## src/rtl/sram_arbiter.sv

```systemverilog
// Two-port arbiter for one 1Mx16 async SRAM. It runs one whole-word access at a time with a fixed strobe window.
// Define SRAM_ARB_ROUND_ROBIN_EN to alternate grants under contention. The default build uses fixed cpu-first priority.

module sram_arbiter #(
  parameter int         WAIT_CYCLES = 2,
  parameter logic [3:0] ADDR_HI     = 4'h0
) (
  input  logic        Clk,
  input  logic        Reset,
  input  logic        cpu_req,
  input  logic        cpu_we,
  input  logic [15:0] cpu_addr,
  input  logic [15:0] cpu_wdata,
  output logic [15:0] cpu_rdata,
  output logic        cpu_done,
  input  logic        ld_req,
  input  logic        ld_we,
  input  logic [15:0] ld_addr,
  input  logic [15:0] ld_wdata,
  output logic [15:0] ld_rdata,
  output logic        ld_done,
  output logic        owner,
  output logic        busy,
  output logic        CE,
  output logic        UB,
  output logic        LB,
  output logic        OE,
  output logic        WE,
  output logic [19:0] ADDR,
  output logic [15:0] Data_to_SRAM,
  input  logic [15:0] Data_from_SRAM
);

  // Handshake: a requester raises req with we/addr/wdata stable and holds it until its done pulse.
  // The request is sampled only in IDLE. done is a single cycle, and rdata stays valid after it.
  typedef enum logic [1:0] {S_IDLE, S_SETUP, S_ACCESS, S_DONE} state_t;

  state_t      state, state_nx;
  logic [3:0]  wait_cnt;
  logic        we_q;
  logic [15:0] wdata_q;
  logic        grant;

`ifdef SRAM_ARB_ROUND_ROBIN_EN
  // Under contention the port that did not win last time gets the grant.
  assign grant = (cpu_req && ld_req) ? ~owner : ~cpu_req;
`else
  assign grant = ~cpu_req;
`endif

  always_ff @(posedge Clk or negedge Reset) begin
    if (!Reset) state <= S_IDLE;
    else        state <= state_nx;
  end

  always_comb begin
    state_nx = state;
    case (state)
      S_IDLE:   if (cpu_req || ld_req) state_nx = S_SETUP;
      S_SETUP:  state_nx = S_ACCESS;
      S_ACCESS: if (wait_cnt == 4'd0) state_nx = S_DONE;
      S_DONE:   state_nx = S_IDLE;
      default:  state_nx = S_IDLE;
    endcase
  end

  always_ff @(posedge Clk or negedge Reset) begin
    if (!Reset) begin
      owner     <= 1'b0;
      we_q      <= 1'b0;
      wdata_q   <= '0;
      ADDR      <= '0;
      wait_cnt  <= '0;
      cpu_rdata <= '0;
      ld_rdata  <= '0;
    end else begin
      case (state)
        S_IDLE: if (cpu_req || ld_req) begin
          owner   <= grant;
          we_q    <= grant ? ld_we : cpu_we;
          wdata_q <= grant ? ld_wdata : cpu_wdata;
          ADDR    <= {ADDR_HI, (grant ? ld_addr : cpu_addr)};
        end
        S_SETUP: wait_cnt <= 4'(WAIT_CYCLES - 1);
        S_ACCESS: begin
          if (wait_cnt == 4'd0) begin
            // Read data is sampled on the last edge of the strobe window.
            if (!we_q && !owner) cpu_rdata <= Data_from_SRAM;
            if (!we_q && owner)  ld_rdata  <= Data_from_SRAM;
          end else begin
            wait_cnt <= wait_cnt - 4'd1;
          end
        end
        default: ;
      endcase
    end
  end

  always_comb begin
    CE           = 1'b1;
    UB           = 1'b1;
    LB           = 1'b1;
    OE           = 1'b1;
    WE           = 1'b1;
    Data_to_SRAM = '0;
    cpu_done     = 1'b0;
    ld_done      = 1'b0;
    case (state)
      S_SETUP: begin
        CE = 1'b0;
        UB = 1'b0;
        LB = 1'b0;
        OE = we_q;
      end
      S_ACCESS: begin
        CE = 1'b0;
        UB = 1'b0;
        LB = 1'b0;
        OE = we_q;
        WE = ~we_q;
        if (we_q) Data_to_SRAM = wdata_q;
      end
      S_DONE: begin
        cpu_done = ~owner;
        ld_done  = owner;
      end
      default: ;
    endcase
  end

  assign busy = (state != S_IDLE);

endmodule

```

## config.mk

```make
export PLATFORM = sky130hd
export DESIGN_NAME = sram_arbiter
export DESIGN_NICKNAME = d
export VERILOG_FILES = /design/src/rtl/sram_arbiter.sv
export SDC_FILE = /design/constraint.sdc
export NUM_CORES = 1
export LEC_CHECK = 0
export ABC_AREA = 1
export BUFFER_PORTS_ARGS = -buffer_cell sky130_fd_sc_hd__buf_2
export CAP_MARGIN = 30
export CORE_AREA = 2 2 90 92
export DETAILED_ROUTE_END_ITERATION = 10
export DIE_AREA = 0 0 92 94
export PLACE_DENSITY = 0.79
export SETUP_SLACK_MARGIN = 0.05
export SLEW_MARGIN = 25
export SYNTH_ARGS = -nofsm -noshare
export SYNTH_HDL_FRONTEND = slang
export SYNTH_SLANG_ARGS = --single-unit
```

## constraint.sdc

```tcl
create_clock -name Clk -period 2 [get_ports Clk]
set_clock_uncertainty 0.15 [all_clocks]
set_input_delay 0.2 -clock Clk [delete_from_list [all_inputs] [get_ports Clk]]
set_output_delay 0.2 -clock Clk [all_outputs]
set_load 0.1 [all_outputs]
```

==> flow_metrics.tcl, run 1 <==
set metrics [dict create \
    critPathMaxFanout 5 \
    wl_um 9690 \
    r2r_slack_ns 0.16 \
    rr_worst_depth 8 \
    start_kind "register" \
    ys_seq_area_frac 0.508 \
    nets 680 \
    critPathCaptureType "primary output" \
    worst_pin_slew_ns 0.606 \
    synth_cells 401 \
    status "completed" \
    io_buffers 158 \
    placedCellCount 647 \
    max_freq_mhz 513 \
    dp_hpwl_um 6670 \
    h-tree-depth 3 \
    drtPass1Iterations 5 \
    clk_path_buf_depth 2 \
    globalplace.congestion 0.746 \
    grt_pass1_wl_um 15700 \
    fin_crit_sh 0.974 \
    cap_violations 0 \
    antenna_found_initial 0 \
    antenna_cells 0 \
    cts.clk_slew.worst_paths_ns 0.08 \
    hold_class "in -> reg" \
    cts.sinks 72 \
    hold_viol_final 0 \
    layout-drive-gt1-share 0.434 \
    setup_viol 0 \
    num_rows 32 \
    syn_to_final_growth_pct 51.5 \
    cts_made_buffers 9 \
    pin_count 163 \
    syn_avg_cell_area_sq_um 8.84 \
    min_period_ns 1.95 \
    critPathKind "reg -> out" \
    vias 3374 \
    hold_path_depth 3 \
    synthDistinctLibCells 23 \
    cp.arrival_ns 1.60 \
    r2r_end "cpu_rdata[7]$_DFFE_PN0P_" \
    ys_ff_latch 72 \
    start_util 0.466 \
    insertion_delay_ns 0.33 \
    via_per_inst 4.86 \
    drv_slew 0 \
    cts-root-buf "clkbuf_8" \
    reg2reg_from "state[1]$_DFFE_PN0P_" \
    rsz0062_at_grt "yes" \
    slew_headroom 0.594 \
    core-area_sq_um 7610 \
    postRouteAntennaNets 0 \
    yosys_warnings 0 \
    overflow 0 \
    cts_tree "done" \
    required_ns 1.65 \
    grt_max_degree 48 \
    die_area_sq_um 8650 \
    fin_cells 694 \
    grt_pass1_vias 3432 \
    grtUsageTotal 0.228 \
    die_h_um 94 \
    worstHoldStart "ld_addr[1]" \
    wl_per_cell_um 14.0 \
    die_x_um 92 \
    drt_iter0_drc 114 \
    syn_area_sq_um 3540 \
    hold_path_end "ADDR[1]$_DFFE_PN0P_" \
    drc 0 \
]
==> how the worst max path moves through the flow <==
stage                                     from                       to  slack, ns  cells after the start
after global placement    state[1]$_DFFE_PN0P_                       OE       0.28                      5
after detailed placement  state[0]$_DFFE_PN0P_  ld_rdata[6]$_DFFE_PN0P_       0.20                      8
after floorplan           state[0]$_DFFE_PN0P_                       OE      -0.04                      4
after CTS                 state[1]$_DFFE_PN0P_                       OE       0.03                      5
final                     state[1]$_DFFE_PN0P_                       OE       0.05                      5
after global routing      state[1]$_DFFE_PN0P_                       OE      -0.02                      5
==> final cells by class <==
class | instances | area (sq um)
fill | 593 | 2240
inverter | 44 | 169
clock inverter | 6 | 82.6
clock buffer | 10 | 138
multi-input combinational | 261 | 1560
tap | 102 | 128
sequential | 72 | 1800
timing repair buffer | 199 | 1490
==> logic make-up after synthesis <==
group	Yosys count	share of synthesized area
adders and majority gates	7	0.0247
AOI/OAI and AO/OA	74	0.159
other	1	0.00106
DFF	72	0.508
and+or+nand+nor	175	0.201
buffers and inverters	71	0.104
xor gates and xnor gates	1	0.00247
==> synthesized netlist by cell type <==
| cell type | count | area share |
|---|---|---|
| nor2_4 | 2 | 0.0064 |
| buf_2 | 12 | 0.017 |
| nand3_1 | 2 | 0.0028 |
| nand4_4 | 1 | 0.0060 |
| nor2_1 | 86 | 0.091 |
| o21ai_0 | 7 | 0.0099 |
| ha_1 | 7 | 0.025 |
| o21ai_2 | 26 | 0.064 |
| o21ai_1 | 6 | 0.0085 |
| o31ai_1 | 33 | 0.070 |
| buf_4 | 7 | 0.015 |
| dfrtp_1 | 72 | 0.51 |
| or2_2 | 1 | 0.0018 |
| o21ai_4 | 1 | 0.0046 |
| conb_1 | 1 | 0.0011 |
| inv_1 | 42 | 0.044 |
| nor2_2 | 1 | 0.0018 |
| nand2_1 | 76 | 0.081 |
| a21oi_1 | 1 | 0.0014 |
| nand2_2 | 6 | 0.011 |
| buf_6 | 8 | 0.025 |
| xnor2_1 | 1 | 0.0025 |
| inv_2 | 2 | 0.0021 |
==> worst max-delay path, cell delays in order, from the launching register on <==
cell and delay [ns]:
dfrtp_2 0.42, inv_2 0.06, ha_4 0.27, clkinvlp_4 0.10
or2_4 0.25, buf_12 0.16
==> per-layer routing <==
| layer | wire (um) | global-route usage | part of all wire |
|---|---|---|---|
| met1 | 3930 | 0.272 | 0.41 |
| met2 | 4930 | 0.408 | 0.51 |
| met3 | 731 | 0.0538 | 0.075 |
| met4 | 91 | 0.0684 | 0.0094 |
| met5 | 0 | 0 | 0 |
==> state kept, by name (all words and copies together), names as in the netlist <==
| name | count |
|---|---|
| we_q | 1 |
| owner | 1 |
| ADDR | 16 |
| ld_rdata | 16 |
| wait_cnt | 4 |
| state | 2 |
| cpu_rdata | 16 |
| wdata_q | 16 |
==> stage by stage <==
stage,utilization,setup TNS (ns),hold WS (ns),instance area (sq um),worst slack [ns]
2_1_floorplan,-,-0.0439,-0.246,3720,-0.0398
3_3_place_gp,0.628,0,0.102,4780,0.282
3_5_place_dp,0.628,0,0.102,4780,0.198
4_1_cts,0.699,0,0.00114,5310,0.0311
5_1_grt,0.706,-0.0434,0.00963,5370,-0.0194
6_report,0.706,0,0.0110,5370,0.0523
==> placed cells by master (no fill, tap or decap), types with 7 or more instances in the layout <==
master and n:
o21ai_2 26, nand2_1 75, buf_2 138, nor2_1 69
nor2_4 18, clkbuf_8 10, dfrtp_1 70, inv_1 39
buf_4 12, o31ai_1 33, o21ai_0 7, dlygate4sd3_1 24
buf_12 21
==> what timing repair did <==
action                                 in CTS  in global routing
hold buffers                               24                  0
gates cloned                                0                  1
endpoints found under the hold margin     101                  0
pin swaps                                   3                  6
gates resized for setup                     7                  7
setup endpoints to repair                  21                 21
buffers inserted                            6                  0
Power of run 1 is not shown: default switching activity piles up to over one toggle a cycle in this logic, so the estimate is an artifact.
==> run 2: changes to the inputs <==
Clock period 2 ns to 1.96 ns, I/O delays scaled along.
==> flow_metrics.tcl, run 2 (synthesis results as in run 1) <==
set metrics [dict create \
    critPathMaxFanout 4 \
    path_cells "inv_2, ha_4, clkinvlp_4, or2_4, buf_12" \
    fin_crit_sh 0.995 \
    critPathBufInv 3 \
    wl_per_cell_um 14.3 \
    core-area_sq_um 7610 \
    clk_path_buf_depth 2 \
    final.setup.worst_slack_ns 0.00937 \
    grt_pass1_wl_um 16100 \
    via_per_inst 4.86 \
    postRouteAntennaNets 0 \
    grtUsageTotal 0.236 \
    pre_cts_ws_ns 0.164 \
    fill_cells 525 \
    critical-path-slowest-cell "dfrtp_1" \
    insertion_delay_ns 0.33 \
    layout-drive-gt1-share 0.425 \
    antenna_found_initial 0 \
    h-tree-depth 3 \
    pin_count 163 \
    layout_commonest_cell "buf_2" \
    hold_class "in -> reg" \
    hold_viol_final 0 \
    drc 0 \
    critPathMaxStageDelay_ns 0.41 \
    setup_viol 0 \
    placedCellCount 644 \
    cts_made_buffers 9 \
    layout_common_cells "buf_2 (134), nand2_1 (75), dfrtp_1 (70)" \
    crit_family "flip-flops" \
    multi_input_area_sq_um 1600 \
    cap_violations 0 \
    min_period_ns 1.95 \
    max_freq_mhz 513 \
    start_kind "register" \
    cts_tree "done" \
    globalplace.congestion 0.761 \
    die_h_um 94 \
    overflow 0 \
    rsz0062_at_grt "yes" \
    final-seq-area_sq_um 1800 \
    drv_slew 0 \
    required_ns 1.61 \
    nets 707 \
    wl_um 10300 \
    syn_to_final_growth_pct 60.1 \
    cts.clk_slew.worst_paths_ns 0.08 \
    die_area_sq_um 8650 \
    hold_path_depth 3 \
    grt_pass1_vias 3472 \
    start_util 0.466 \
    grt_max_degree 42 \
    drt_iter0_drc 112 \
    die_x_um 92 \
    crit_cells 5 \
    dp_hpwl_um 6480 \
    num_rows 32 \
    rr_worst_depth 6 \
    cts-root-buf "clkbuf_8" \
    drtPass1Iterations 5 \
    cp.arrival_ns 1.60 \
    status "completed" \
    fin_tns_setup_ns 0 \
    io_buffers 158 \
    slew_headroom 0.627 \
    fin_cells 721 \
    worst_pin_slew_ns 0.558 \
    antenna_cells 0 \
    vias 3503 \
    critPathKind "reg -> out" \
    critPathCaptureType "primary output" \
    cts.sinks 72 \
]
[run 2: cell count changes in the layout (fill, tap and decap cells not counted), sizes merged, moves of 2 or more]
cell         before  now
nand2            82   84
dlygate4sd3      24   45
buf             172  178
clkbuf           13   10
[run 2: area by class of cell]
type	count	share of cell area
timing repair buffer	223	0.306
multi-input combinational	264	0.282
tap	102	0.0225
inverter	44	0.0298
clock inverter	6	0.0190
sequential	72	0.318
clock buffer	10	0.0225
[run 2: path summary, 6_finish.rpt]
kind                                     startpoint  slack [ns]                         to
setup / recovery               state[1]$_DFFE_PN0P_       0.009                         OE
hold / removal                          ld_wdata[9]        0.02     wdata_q[9]$_DFFE_PN0P_
hold reg to reg            cpu_rdata[5]$_DFFE_PN0P_        0.33   cpu_rdata[5]$_DFFE_PN0P_
min in group asynchronous                     Reset        0.27       state[0]$_DFFE_PN0P_
setup reg to reg               state[1]$_DFFE_PN0P_        0.13       ADDR[14]$_DFFE_PN0P_
max in group asynchronous                     Reset        0.85  cpu_rdata[11]$_DFFE_PN0P_
[run 2: metrics by stage]
stage,hold slack (ns),util,cell area (sq um)
floorplan,-0.250,-,3740
global placement,0.0616,0.627,4770
detailed placement,0.0725,0.627,4770
CTS,0.000752,0.731,5560
global route,0.00786,0.746,5670
finish,0.0199,0.746,5670
[run 2: layer usage]
metal / GRT usage / share of wire / vias up
met5: 0 / 0 / -
met4: 0.0883 / 0.015 / 0
met3: 0.0538 / 0.069 / 16
met2: 0.414 / 0.51 / 166
met1: 0.284 / 0.41 / 1624
li1: - / - / 1697
[run 2: worst reg2reg max path, stage by stage, from the launching register on]
cell and delay, ns:
dfrtp_1 0.42, inv_2 0.10, ha_4 0.19, o21ai_4 0.12, nand2_1 0.10, o31ai_2 0.06, dlygate4sd3_1 0.58
[run 2: what timing repair did]
item	4_1_cts	5_1_grt
endpoints found under the setup margin	21	54
pin swaps	3	2
gates cloned	2	1
gates resized for setup	10	15
hold buffers	45	0
hold endpoints to repair	89	0
setup buffers	6	7
Power of run 2 is left out for the same reason.
